--- src/rtl/k051962_tile_shifter_if.sv ---
// Tile-row bus between the plane address generator and one pixel shifter.
// master drives the tile fetch stream and pixel strobe; slave returns the coloured pixel.
interface k051962_tile_shifter_if;
  logic        pix_ce;
  logic        tile_load;
  logic [31:0] rom_data;
  logic [7:0]  col_in;
  logic [2:0]  fine_in;
  logic        flipx_en;
  logic        flip_screen;
  logic        blank;
  logic [3:0]  pix_out;
  logic [3:0]  pal_out;
  logic        opaque;

  modport master (
    output pix_ce, tile_load, rom_data, col_in, fine_in, flipx_en, flip_screen, blank,
    input  pix_out, pal_out, opaque
  );

  modport slave (
    input  pix_ce, tile_load, rom_data, col_in, fine_in, flipx_en, flip_screen, blank,
    output pix_out, pal_out, opaque
  );
endinterface

--- src/rtl/k051962_tile_shifter.sv ---
// Per-plane tile row serialiser: 8-entry {pix,pal} shift register, 7-stage fine-scroll delay line
// and output register; pixel 0 of a load on pix_ce edge N appears after edge N+1+fine.
module k051962_tile_shifter #(
  parameter int FLIPX_BIT = 0
) (
  input  logic                   clk_24M,
  input  logic                   nRES,
  k051962_tile_shifter_if.slave  bus
);

  logic [7:0][7:0] sr_q, sr_d;
  logic [7:1][7:0] dl_q, dl_d;
  logic [2:0]      fine_q, fine_d;
  logic [7:0]      out_q, out_d;
  logic            opaque_q, opaque_d;

  logic            rev;
  logic [3:0][7:0] plane;
  logic [7:0][7:0] load_ent;
  logic [7:0][7:0] taps;
  logic [7:0]      tap;

  assign rev = (bus.flipx_en & bus.col_in[FLIPX_BIT]) ^ bus.flip_screen;

  // Reversing each bitplane up front lets both flip cases share one unpack.
  for (genvar j = 0; j < 4; j++) begin : g_plane
    assign plane[j] = rev ? {<<{bus.rom_data[8*j +: 8]}} : bus.rom_data[8*j +: 8];
  end

  for (genvar g = 0; g < 8; g++) begin : g_unpack
    assign load_ent[g] = {plane[3][7-g], plane[2][7-g], plane[1][7-g], plane[0][7-g],
                          bus.col_in[7:4]};
  end

  // Tap 0 is the shift register head itself; tap k is delay stage k.
  assign taps = {dl_q, sr_q[0]};
  assign tap  = taps[fine_q];

  always_comb begin
    sr_d     = sr_q;
    dl_d     = dl_q;
    fine_d   = fine_q;
    out_d    = out_q;
    opaque_d = opaque_q;
    if (bus.pix_ce) begin
      if (bus.tile_load) begin
        sr_d   = load_ent;
        fine_d = bus.fine_in;
      end else begin
        sr_d = {8'h00, sr_q[7:1]};
      end
      dl_d = {dl_q[6:1], sr_q[0]};
      if (bus.blank) begin
        out_d    = 8'h00;
        opaque_d = 1'b0;
      end else begin
        out_d    = tap;
        opaque_d = |tap[7:4];
      end
    end
  end

  always_ff @(posedge clk_24M or negedge nRES) begin
    if (!nRES) begin
      sr_q     <= '0;
      dl_q     <= '0;
      fine_q   <= 3'd0;
      out_q    <= 8'h00;
      opaque_q <= 1'b0;
    end else begin
      sr_q     <= sr_d;
      dl_q     <= dl_d;
      fine_q   <= fine_d;
      out_q    <= out_d;
      opaque_q <= opaque_d;
    end
  end

  assign bus.pix_out = out_q[7:4];
  assign bus.pal_out = out_q[3:0];
  assign bus.opaque  = opaque_q;

endmodule

--- src/flat_wrapper.sv ---
// flat-port wrapper written by rule: the top's interface ports become plain ports
module k051962_tile_shifter_flat 
#(
  parameter int FLIPX_BIT = 0
)
  (clk_24M, nRES, bus_pix_ce, bus_tile_load, bus_rom_data, bus_col_in, bus_fine_in, bus_flipx_en, bus_flip_screen, bus_blank, bus_pix_out, bus_pal_out, bus_opaque);
  k051962_tile_shifter_if bus_i ();
  input  logic clk_24M;
  input  logic nRES;
  input wire logic [$bits(bus_i.pix_ce)-1:0] bus_pix_ce;
  input wire logic [$bits(bus_i.tile_load)-1:0] bus_tile_load;
  input wire logic [$bits(bus_i.rom_data)-1:0] bus_rom_data;
  input wire logic [$bits(bus_i.col_in)-1:0] bus_col_in;
  input wire logic [$bits(bus_i.fine_in)-1:0] bus_fine_in;
  input wire logic [$bits(bus_i.flipx_en)-1:0] bus_flipx_en;
  input wire logic [$bits(bus_i.flip_screen)-1:0] bus_flip_screen;
  input wire logic [$bits(bus_i.blank)-1:0] bus_blank;
  output wire logic [$bits(bus_i.pix_out)-1:0] bus_pix_out;
  output wire logic [$bits(bus_i.pal_out)-1:0] bus_pal_out;
  output wire logic [$bits(bus_i.opaque)-1:0] bus_opaque;
  assign bus_i.pix_ce = bus_pix_ce;
  assign bus_i.tile_load = bus_tile_load;
  assign bus_i.rom_data = bus_rom_data;
  assign bus_i.col_in = bus_col_in;
  assign bus_i.fine_in = bus_fine_in;
  assign bus_i.flipx_en = bus_flipx_en;
  assign bus_i.flip_screen = bus_flip_screen;
  assign bus_i.blank = bus_blank;
  assign bus_pix_out = bus_i.pix_out;
  assign bus_pal_out = bus_i.pal_out;
  assign bus_opaque = bus_i.opaque;
  k051962_tile_shifter #(.FLIPX_BIT(FLIPX_BIT)) u_core (.clk_24M(clk_24M), .nRES(nRES), .bus(bus_i));
endmodule
--- config.mk ---
export PLATFORM = sky130hd
export DESIGN_NAME = k051962_tile_shifter_flat
export DESIGN_NICKNAME = d
export VERILOG_FILES = /design/src/rtl/k051962_tile_shifter_if.sv /design/src/rtl/k051962_tile_shifter.sv /design/src/flat_wrapper.sv
export SDC_FILE = /design/constraint.sdc
export NUM_CORES = 1
export LEC_CHECK = 0
export ABC_AREA = 1
export CELL_PAD_IN_SITES_DETAIL_PLACEMENT = 1
export CELL_PAD_IN_SITES_GLOBAL_PLACEMENT = 1
export CORE_MARGIN = 2
export CORE_UTILIZATION = 45
export CTS_CLUSTER_SIZE = 24
export DETAILED_ROUTE_END_ITERATION = 12
export DONT_BUFFER_PORTS = 1
export MAX_ROUTING_LAYER = met4
export PLACE_DENSITY_LB_ADDON = 0.12
export SLEW_MARGIN = 15
export SYNTH_ARGS = -nofsm -noshare
export SYNTH_HDL_FRONTEND = slang
export SYNTH_SLANG_ARGS = --single-unit
--- constraint.sdc ---
create_clock -name clk_24M -period 2.2 [get_ports clk_24M]
set_input_delay 0.22 -clock clk_24M [delete_from_list [all_inputs] [get_ports clk_24M]]
set_output_delay 0.22 -clock clk_24M [all_outputs]
set_load 0.02 [all_outputs]
==> impl_metrics.tcl, run 1 <==
set metrics [dict create \
    worst_slew_pin_slew_ns 0.650 \
    cts_buffers 17 \
    cp_max_fo 36 \
    ys.warnings.count 0 \
    die_area_sq_um 14600 \
    place_congestion 0.733 \
    start_kind "flip-flop" \
    slowest_stage "dfrtp_1" \
    violations "negative hold slack" \
    via_count 5129 \
    post-route-min-period_ns 1.54 \
    cts_resized 0 \
    synth_area_leaders "dfrtp_1 54%, nand2_1 13%, o21ai_0 6.9%" \
    reg2reg_from "u_core.fine_q[0]" \
    drive_gt1_frac 0.0575 \
    io_pins 59 \
    slew_headroom 0.565 \
    holdWs_ns -0.503 \
    nNetsFinal 819 \
    synth_top_area_share 0.537 \
    stdcell_area_sq_um 7110 \
    reg2reg_slack_ns 0.66 \
    ys_types 21 \
    cp_top_family "simple AND/OR/NAND/NOR gates" \
    routed_wl_um 15000 \
    cp_cell_sequence "buf_4, nand2_1, nand3_1, nand2_1, nand2_1, nand2_1, nor2_1, nand2_1, nand2_1, nand2_1" \
    finalCritPeriodShare 0.700 \
    grt_pass1_wl_um 26000 \
    fin_cells 958 \
    fp.dieH_um 121 \
    overflow 0 \
    grtUsageTotal 0.230 \
    worstRegToRegCells 10 \
    start_util 0.462 \
    clock_skew_ns 0.00674 \
    antenna_found_initial 0 \
    port-buffer-count 0 \
    syn_nets 820 \
    dr.pass1.iters 4 \
    dpl.cell_count 902 \
    slew_violations 0 \
    tns_ns 0 \
    netlist_area_sq_um 6150 \
    r2r_end "u_core.bus.opaque" \
    fmax_ghz 0.649 \
    required_ns 2.51 \
    ant_nets 0 \
    insertedDiodeCount 0 \
    cts-root-buf "clkbuf_16" \
    yosys.area.top_type "dfrtp_1" \
    rows 42 \
    cts.htree.levels 4 \
    synthCells 770 \
    first_iter_violations 290 \
    grt_max_degree 133 \
    post-route-drc-count 0 \
    worstHoldPathType "in -> async" \
    leakagePower_nw 3.39 \
    dieWidth_um 121 \
    place_area_sq_um 6220 \
    setup_viol 0 \
    powerDensity_nw_per_um2 982 \
    ys_ff_latch 132 \
    vdd.ir_drop.worst_uv 472 \
    core_area_sq_um 13300 \
    clock-sinks 132 \
    grt_pass1_vias 5368 \
    fillers 1602 \
    dp_slack_ns 0.650 \
    postCtsSetupBuffers 0 \
    cp_num_buf_inv 1 \
    worst_slack_ns 0.659 \
    arrival_ns 1.85 \
    hold_violations 132 \
    syn_avg_cell_area_sq_um 7.98 \
    rsz0062_at_grt "no" \
    cpMostUsedCell "nand2_1" \
    cts_tree "built" \
    cts-hold-fix-buffers 24 \
    viasPerCell 5.35 \
    crit_type "reg -> reg" \
    clk_path_buf_depth 2 \
    clk_latency_ns 0.42 \
    path_clk_slew_ns 0.06 \
    ys_seq_area_frac 0.537 \
    area_delta_synth_final_pct 15.6 \
    dpl.hpwl_um 8650 \
    cap_viol_max_count 0 \
    critical_path.max_stage_delay_ns 0.38 \
    outcome "finished, violations left" \
    routedWlPerCell_um 15.7 \
    crit_path_end_kind "flip-flop" \
]
## per-layer routing
layer	wire length, um	part of all wire	track usage	up-vias
met5	0	0	-	-
li1	-	-	-	2505
met3	494	0.033	0.0526	18
met2	7240	0.48	0.370	71
met1	7080	0.47	0.290	2535
met4	184	0.012	0.0705	0
## per-stage QoR
step / total power (W) / util
after floorplan: 0.00372 / -
after global placement: 0.00384 / 0.468
after detailed placement: 0.00391 / 0.468
after CTS: 0.00705 / 0.534
after global routing: 0.00734 / 0.534
final: 0.00697 / 0.534
## placed cells by master, fill, tap and decap left out
master         synthesis  routed
nor2_1                26      26
clkbuf_16              0      17
xor2_4                 0       1
o211ai_1               8       8
clkinvlp_4             0       5
buf_4                  2       6
inv_6                  0       1
bufinv_16              0       4
buf_12                 0       2
o21ai_1               14      14
nor2_2                 1       1
clkinv_1               3       3
clkbuf_1              23       1
a21oi_1               76      76
buf_16                 0       1
a22oi_1                4       4
clkinv_2               0       3
dlygate4sd3_1          0      23
a22o_1                 4       4
nand3_1               84      84
o21ai_0               85      85
inv_1                 65      64
nand2_1              213     213
clkbuf_8               0       1
inv_2                  2       3
dfrtp_1              132     132
## report_power, final
part	switching, W	leakage [nW]	internal (W)
logic	0.000611	1.45	0.000385
clock network	0.00107	0.291	0.00192
registers	0.000219	1.65	0.00277
## state kept, by name, indices dropped and copies added, names as in the netlist
signal / flops
u_core.sr_q: 64
u_core.fine_q: 3
u_core.dl_q: 56
u_core.out_q: 8
u_core.bus.opaque: 1
## synth_stat cells
| master | instances |
|---|---|
| nand2_1 | 213 |
| dfrtp_1 | 132 |
| o21ai_0 | 85 |
| nand3_1 | 84 |
| a21oi_1 | 76 |
| inv_1 | 65 |
| nor2_1 | 26 |
| clkbuf_1 | 23 |
| buf_2 | 15 |
| o21ai_1 | 14 |
| buf_1 | 8 |
| o211ai_1 | 8 |
| a22o_1 | 4 |
| a22oi_1 | 4 |
| clkinv_1 | 3 |
| buf_4 | 2 |
| buf_6 | 2 |
| clkbuf_2 | 2 |
| inv_2 | 2 |
| nor2_2 | 1 |
| xor2_2 | 1 |
## worst max-delay path by stage
stage | depth (start not counted) | endpoint | start | slack [ns]
after global placement | 10 | u_core.bus.opaque | u_core.fine_q[0] | 0.69
after global routing | 10 | u_core.bus.opaque | u_core.fine_q[0] | 0.44
after detailed placement | 10 | u_core.bus.opaque | u_core.fine_q[0] | 0.65
final | 10 | u_core.bus.opaque | u_core.fine_q[0] | 0.66
after CTS | 10 | u_core.bus.opaque | u_core.fine_q[0] | 0.63
after floorplan | 11 | u_core.bus.opaque | u_core.fine_q[0] | 0.94
## cells by family (layout without fill, tap and decap cells)
family | after synthesis | in the layout | share of synthesized area
AO/OA/AOI/OAI | 191 | 191 | 0.163
XOR/XNOR | 1 | 1 | 0.00265
flip-flops | 132 | 132 | 0.537
buffers and inverters | 122 | 134 | 0.0816
AND/OR/NAND/NOR | 324 | 324 | 0.215
## cell type report
type | instances | area (sq um) | share of cell area
tap | 176 | 220 | 0.0310
clock buffer | 19 | 443 | 0.0623
timing repair buffer | 32 | 343 | 0.0482
multi-input combinational | 516 | 2350 | 0.331
clock inverter | 13 | 181 | 0.0255
inverter | 70 | 263 | 0.0370
sequential | 132 | 3300 | 0.465
(Power assumes the default switching activity.)
==> run 2, diff against run 1 <==
==> constraint.sdc (replaced) <==
create_clock -name clk_24M -period 1.5 [get_ports clk_24M]
set_input_delay 0.15 -clock clk_24M [delete_from_list [all_inputs] [get_ports clk_24M]]
set_output_delay 0.15 -clock clk_24M [all_outputs]
set_load 0.02 [all_outputs]
==> run 2 against run 1 <==
Net effect: the run still ends with negative hold slack left; sequential share of layout area fell by 2.5 points; fmax rose by 13%; critical path depth did not move; critical endpoint unchanged; largest cell class unchanged; largest power group unchanged; highest routed layer unchanged.
==> impl_metrics.tcl, run 2 (synthesis gave the netlist of run 1 again) <==
set metrics [dict create \
    post-route-min-period_ns 1.36 \
    cts_buffers 17 \
    clk_path_buf_depth 2 \
    cts-root-buf "clkbuf_16" \
    cts-hold-fix-buffers 67 \
    finalCritPeriodShare 0.909 \
    routedWlPerCell_um 15.9 \
    dpl.hpwl_um 8660 \
    ant_nets 0 \
    area_delta_synth_final_pct 22.2 \
    reg2reg_from "u_core.fine_q[0]" \
    start_util 0.462 \
    antenna_found_initial 0 \
    fmax_ghz 0.733 \
    stdcell_area_sq_um 7510 \
    rows 42 \
    grt_pass1_wl_um 27500 \
    crit_path_end_kind "flip-flop" \
    switchingPower_w 0.00271 \
    place_area_sq_um 6270 \
    hold_violations 132 \
    dr.pass1.iters 4 \
    cts_tree "built" \
    regMostFlops "u_core.sr_q" \
    path_clk_slew_ns 0.05 \
    rsz0062_at_grt "yes" \
    die_area_sq_um 14600 \
    holdWs_ns -0.573 \
    nNetsFinal 866 \
    clk_latency_ns 0.41 \
    place_congestion 0.759 \
    drive_gt1_frac 0.0545 \
    overflow 0 \
    slew_headroom 0.565 \
    arrival_ns 1.67 \
    power.internal_w 0.00727 \
    clock-sinks 132 \
    cts.htree.levels 4 \
    grt_pass1_vias 5766 \
    outcome "finished, violations left" \
    crit_type "reg -> reg" \
    final_common_cell "nand2_1" \
    layout_common_cells "213 x nand2_1, 132 x dfrtp_1, 85 x o21ai_0" \
    routed_wl_um 16000 \
    tns_ns 0 \
    postCtsSetupBuffers 0 \
    core_area_sq_um 13300 \
    viasPerCell 5.40 \
    via_count 5413 \
    slew_violations 0 \
    worst_slew_pin_slew_ns 0.651 \
    clock_skew_ns 0.00349 \
    grtUsageTotal 0.243 \
    io_pins 59 \
    largest_reg_flops 64 \
    port-buffer-count 0 \
    leakagePower_nw 3.61 \
    powerDensity_nw_per_um2 1330 \
    dieWidth_um 121 \
    setup_viol 0 \
    top_regs "u_core.sr_q x64, u_core.dl_q x56, u_core.out_q x8" \
    start_kind "flip-flop" \
    violations "negative hold slack" \
    cp_max_fo 16 \
    worstHoldPathType "in -> async" \
    switching_share 0.271 \
    cap_viol_max_count 0 \
    startpoint "u_core.fine_q[0]" \
    grt_max_degree 133 \
    total_power_w 0.00998 \
    insertedDiodeCount 0 \
    vdd.ir_drop.worst_uv 748 \
    fp.dieH_um 121 \
    required_ns 1.81 \
    post-route-drc-count 0 \
    pwr-share-clk 0.392 \
    first_iter_violations 354 \
    seq_power_share 0.441 \
    pwr-share-comb 0.167 \
]
## run 2: cell types whose count changed in the layout (fill, tap and decap cells not counted)
cell and change:
clkbuf_8 +4, dlygate4sd3_1 +43, buf_4 +3, clkbuf_1 +2, buf_12 +1, inv_2 -1
bufinv_16 -3, inv_6 -1, clkinvlp_4 -3, clkinv_1 -1
## run 2: layer usage
metal  part of all wire  track usage  up-vias
met5                  0            -        -
met3              0.030       0.0451       24
li1                   -            -     2599
met2               0.50        0.391       87
met4              0.016       0.0916        0
met1               0.45        0.306     2703
## run 2: power by group through the flow
stage	clock network (W)	registers [W]	logic, W
finish	0.00391	0.00440	0.00167
global route	0.00414	0.00446	0.00191
CTS	0.00399	0.00440	0.00165
detailed placement	0	0.00445	0.00130
global placement	0	0.00442	0.00124
floorplan	0	0.00437	0.00108
## run 2: final cells by class
class	instances	area, sq um
Timing Repair Buffer	79	816
Clock inverter	4	47.5
Sequential cell	132	3300
Tap cell	176	220
Fill cell	1586	5780
Inverter	70	268
Clock buffer	25	505
Multi-Input combinational cell	516	2350
## run 2: metrics by stage
| stage | setup WS [ns] | std cells | utilization |
|---|---|---|---|
| after floorplan | 0.238 | 770 | - |
| after global routing | -0.0135 | 1002 | 0.565 |
| after global placement | 0.103 | 906 | 0.471 |
| after CTS | 0.0803 | 1002 | 0.565 |
| final | 0.136 | 1002 | 0.565 |
| after detailed placement | 0.0922 | 906 | 0.471 |
## run 2: final timing paths
| kind | end | slack [ns] | cells after the start |
|---|---|---|---|
| min in group clk_24M | u_core.sr_q[53] | 0.01 | 2 |
| setup reg to reg | u_core.bus.opaque | 0.14 | 10 |
| hold / removal | u_core.dl_q[46] | -0.57 | 0 |
| hold reg to reg | u_core.dl_q[14] | 0.49 | 2 |
| setup / recovery | u_core.bus.opaque | 0.14 | 10 |
| max in group asynchronous | u_core.sr_q[48] | 1.87 | 0 |
## run 2: repair_timing
action | 4_1_cts | 5_1_grt
resized for setup | 0 | 2
hold endpoints to repair | 243 | 132
endpoints found under the setup margin | 0 | 1
## run 2: critical path, cell delays in order (launching register included)
cell and delay, ns:
dfrtp_1 0.38, buf_4 0.24, nand2_1 0.08, nand3_1 0.08, nand2_1 0.06, nand2_1 0.07
nand2_1 0.08, nor2_1 0.11, nand2_1 0.06, nand2_1 0.05, nand2_1 0.04
==> run 3, diff against run 2 <==
--- a/config.mk
+++ b/config.mk
@@ -10,9 +10,11 @@
 export CELL_PAD_IN_SITES_GLOBAL_PLACEMENT = 1
 export CORE_MARGIN = 2
 export CORE_UTILIZATION = 45
+export CTS_BUF_LIST = sky130_fd_sc_hd__clkbuf_2
 export CTS_CLUSTER_SIZE = 24
 export DETAILED_ROUTE_END_ITERATION = 12
 export DONT_BUFFER_PORTS = 1
+export GPL_TIMING_DRIVEN = 0
 export MAX_ROUTING_LAYER = met4
 export PLACE_DENSITY_LB_ADDON = 0.12
 export SLEW_MARGIN = 15
==> run 3 against run 2 <==
Net effect: clock-buffer cell count down 6; final cell count grew 5.5%; via count up 9.4%; clock power down 26%; the run ends with negative hold slack, negative setup slack left; total power down 8.5%; worst hold slack worse by 0.36 ns; sequential power hardly changed; flip-flop and latch count did not move; global-route usage is 5.6 points higher.
==> impl_metrics.tcl, run 3 (synthesis gave the netlist of run 1 again) <==
set metrics [dict create \
    outcome "finished, violations left" \
    violations "negative hold slack, negative setup slack" \
    grt_pass1_vias 6388 \
    worstHoldPathType "in -> async" \
    slew_headroom 0.528 \
    cts_buffers 17 \
    seq_area_sq_um 3300 \
    antenna_found_initial 2 \
    area_delta_synth_final_pct 23.0 \
    worst_slew_pin_slew_ns 0.708 \
    finalCritPeriodShare 1.01 \
    cts_tree "built" \
    die_area_sq_um 14600 \
    leakagePower_nw 3.56 \
    ant_nets 0 \
    drive_gt1_frac 0.0842 \
    power.internal_w 0.00623 \
    cp_num_buf_inv 5 \
    routed_wl_um 20400 \
    multi_input_area_sq_um 2370 \
    hold_violations 132 \
    slew_violations 0 \
    start_util 0.462 \
    switchingPower_w 0.00290 \
    cts.htree.levels 4 \
    crit_path_end_kind "flip-flop" \
    grt_max_degree 133 \
    dieWidth_um 121 \
    io_pins 59 \
    critical_path.max_stage_delay_ns 0.60 \
    cp_cell_sequence "dlygate4sd3_1, buf_4, inv_2, buf_2, a21oi_1, o21ai_0, dlygate4sd3_1, a21oi_2" \
    fin_cells 1057 \
    regMostFlops "u_core.sr_q" \
    nNetsFinal 916 \
    path_clk_slew_ns 0.23 \
    seq_power_share 0.482 \
    largest_reg_flops 64 \
    clk_latency_ns 0.73 \
    routedWlPerCell_um 19.3 \
    grtUsageTotal 0.298 \
    clk_path_buf_depth 2 \
    pwr-share-clk 0.315 \
    worst_slack_ns -0.0215 \
    tns_ns -0.0215 \
    clock_skew_ns 0.0191 \
    arrival_ns 2.20 \
    viasPerCell 5.60 \
    layout_common_cells "211 x nand2_1, 131 x dfrtp_1, 84 x o21ai_0" \
    top_regs "u_core.sr_q x64, u_core.dl_q x56, u_core.out_q x8" \
    clock-sinks 132 \
    post-route-drc-count 0 \
    slowest_stage "dlygate4sd3_1" \
    first_iter_violations 390 \
    cp_top_family "buffers and inverters" \
    rows 42 \
    cap_viol_max_count 0 \
    dpl.hpwl_um 11900 \
    cts-hold-fix-buffers 72 \
    cp_max_fo 10 \
    cts-root-buf "clkbuf_2" \
    grt_pass1_wl_um 32500 \
    total_power_w 0.00913 \
    setup_viol 1 \
    dpl.cell_count 946 \
    cpMostUsedCell "dlygate4sd3_1" \
    vdd.ir_drop.worst_uv 530 \
    via_count 5920 \
    required_ns 2.18 \
    port-buffer-count 0 \
    fillers 1624 \
    powerDensity_nw_per_um2 1210 \
    final_common_cell "nand2_1" \
    holdWs_ns -0.929 \
    place_congestion 0.799 \
    fmax_ghz 0.657 \
    post-route-min-period_ns 1.52 \
    crit_type "in -> reg" \
    dr.pass1.iters 7 \
    fp.dieH_um 121 \
    start_kind "primary input" \
    overflow 0 \
    dp_slack_ns -0.158 \
    core_area_sq_um 13300 \
    pwr-share-comb 0.203 \
    switching_share 0.317 \
]
==> run 3: changes by cell type in the layout (fill, tap and decap cells not counted), sizes merged, moves of 2 or more <==
cell         before  now
diode             0    2
inv              66   68
buf              13   32
dlygate4sd3      66   72
bufinv            1    6
clkbuf           25   44
==> run 3: repair_timing <==
| item | 4_1_cts | 5_1_grt |
|---|---|---|
| endpoints found under the hold margin | 211 | 132 |
| gates cloned | 0 | 1 |
| gates resized for setup | 8 | 31 |
| buffers inserted | 0 | 4 |
| pin swaps | 0 | 6 |
| endpoints found under the setup margin | 9 | 17 |
==> run 3: worst reg2reg max path: stages, from the launching register on <==
cell,delay [ns]
dfrtp_2,0.49
clkinv_4,0.11
clkbuf_16,0.15
nand2_1,0.05
nand3_1,0.07
nand2_1,0.05
nand2_1,0.08
nand2_1,0.08
nor2_1,0.09
nand2_1,0.07
nand2_1,0.06
nand2_1,0.04
==> run 3: area by class of cell <==
| cell class | count | share of cell area |
|---|---|---|
| Antenna cell | 2 | 0.000662 |
| Buffer | 52 | 0.0382 |
| Clock buffer | 19 | 0.0126 |
| Clock inverter | 13 | 0.0304 |
| Inverter | 70 | 0.0359 |
| Multi-Input combinational cell | 516 | 0.314 |
| Sequential cell | 132 | 0.437 |
| Tap cell | 176 | 0.0291 |
| Timing Repair Buffer | 77 | 0.103 |
==> run 3: worst paths after layout <==
check | from | endpoint | slack [ns] | depth (start not counted)
worst min-delay path | nRES | u_core.sr_q[53] | -0.93 | 0
max in group asynchronous | nRES | u_core.sr_q[39] | 2.25 | 0
worst max register to register | u_core.fine_q[0] | u_core.bus.opaque | 0.08 | 11
worst max-delay path | bus_tile_load | u_core.sr_q[36] | -0.02 | 8
min in group clk_24M | bus_pix_ce | u_core.dl_q[13] | 0.07 | 3
worst min register to register | u_core.dl_q[5] | u_core.dl_q[13] | 0.51 | 2
==> run 3: power by group through the flow <==
| stage | Clock, W | Combinational, W | Sequential (W) |
|---|---|---|---|
| floorplan | 0 | 0.00108 | 0.00437 |
| global placement | 0 | 0.00140 | 0.00441 |
| detailed placement | 0 | 0.00148 | 0.00445 |
| CTS | 0.00291 | 0.00170 | 0.00438 |
| global route | 0.00305 | 0.00206 | 0.00446 |
| finish | 0.00288 | 0.00185 | 0.00440 |
==> run 3: stage by stage <==
step | area [sq um] | util
after global placement | 6370 | 0.479
final | 7560 | 0.569
after floorplan | 6150 | -
after detailed placement | 6370 | 0.479
after CTS | 7430 | 0.559
after global routing | 7560 | 0.569
==> run 3: per-layer routing <==
| layer | up-vias | track usage | wire length (um) |
|---|---|---|---|
| li1 | 2706 | - | - |
| met1 | 2979 | 0.343 | 8430 |
| met2 | 179 | 0.512 | 10400 |
| met3 | 56 | 0.0564 | 889 |
| met4 | 0 | 0.124 | 642 |
| met5 | - | - | 0 |
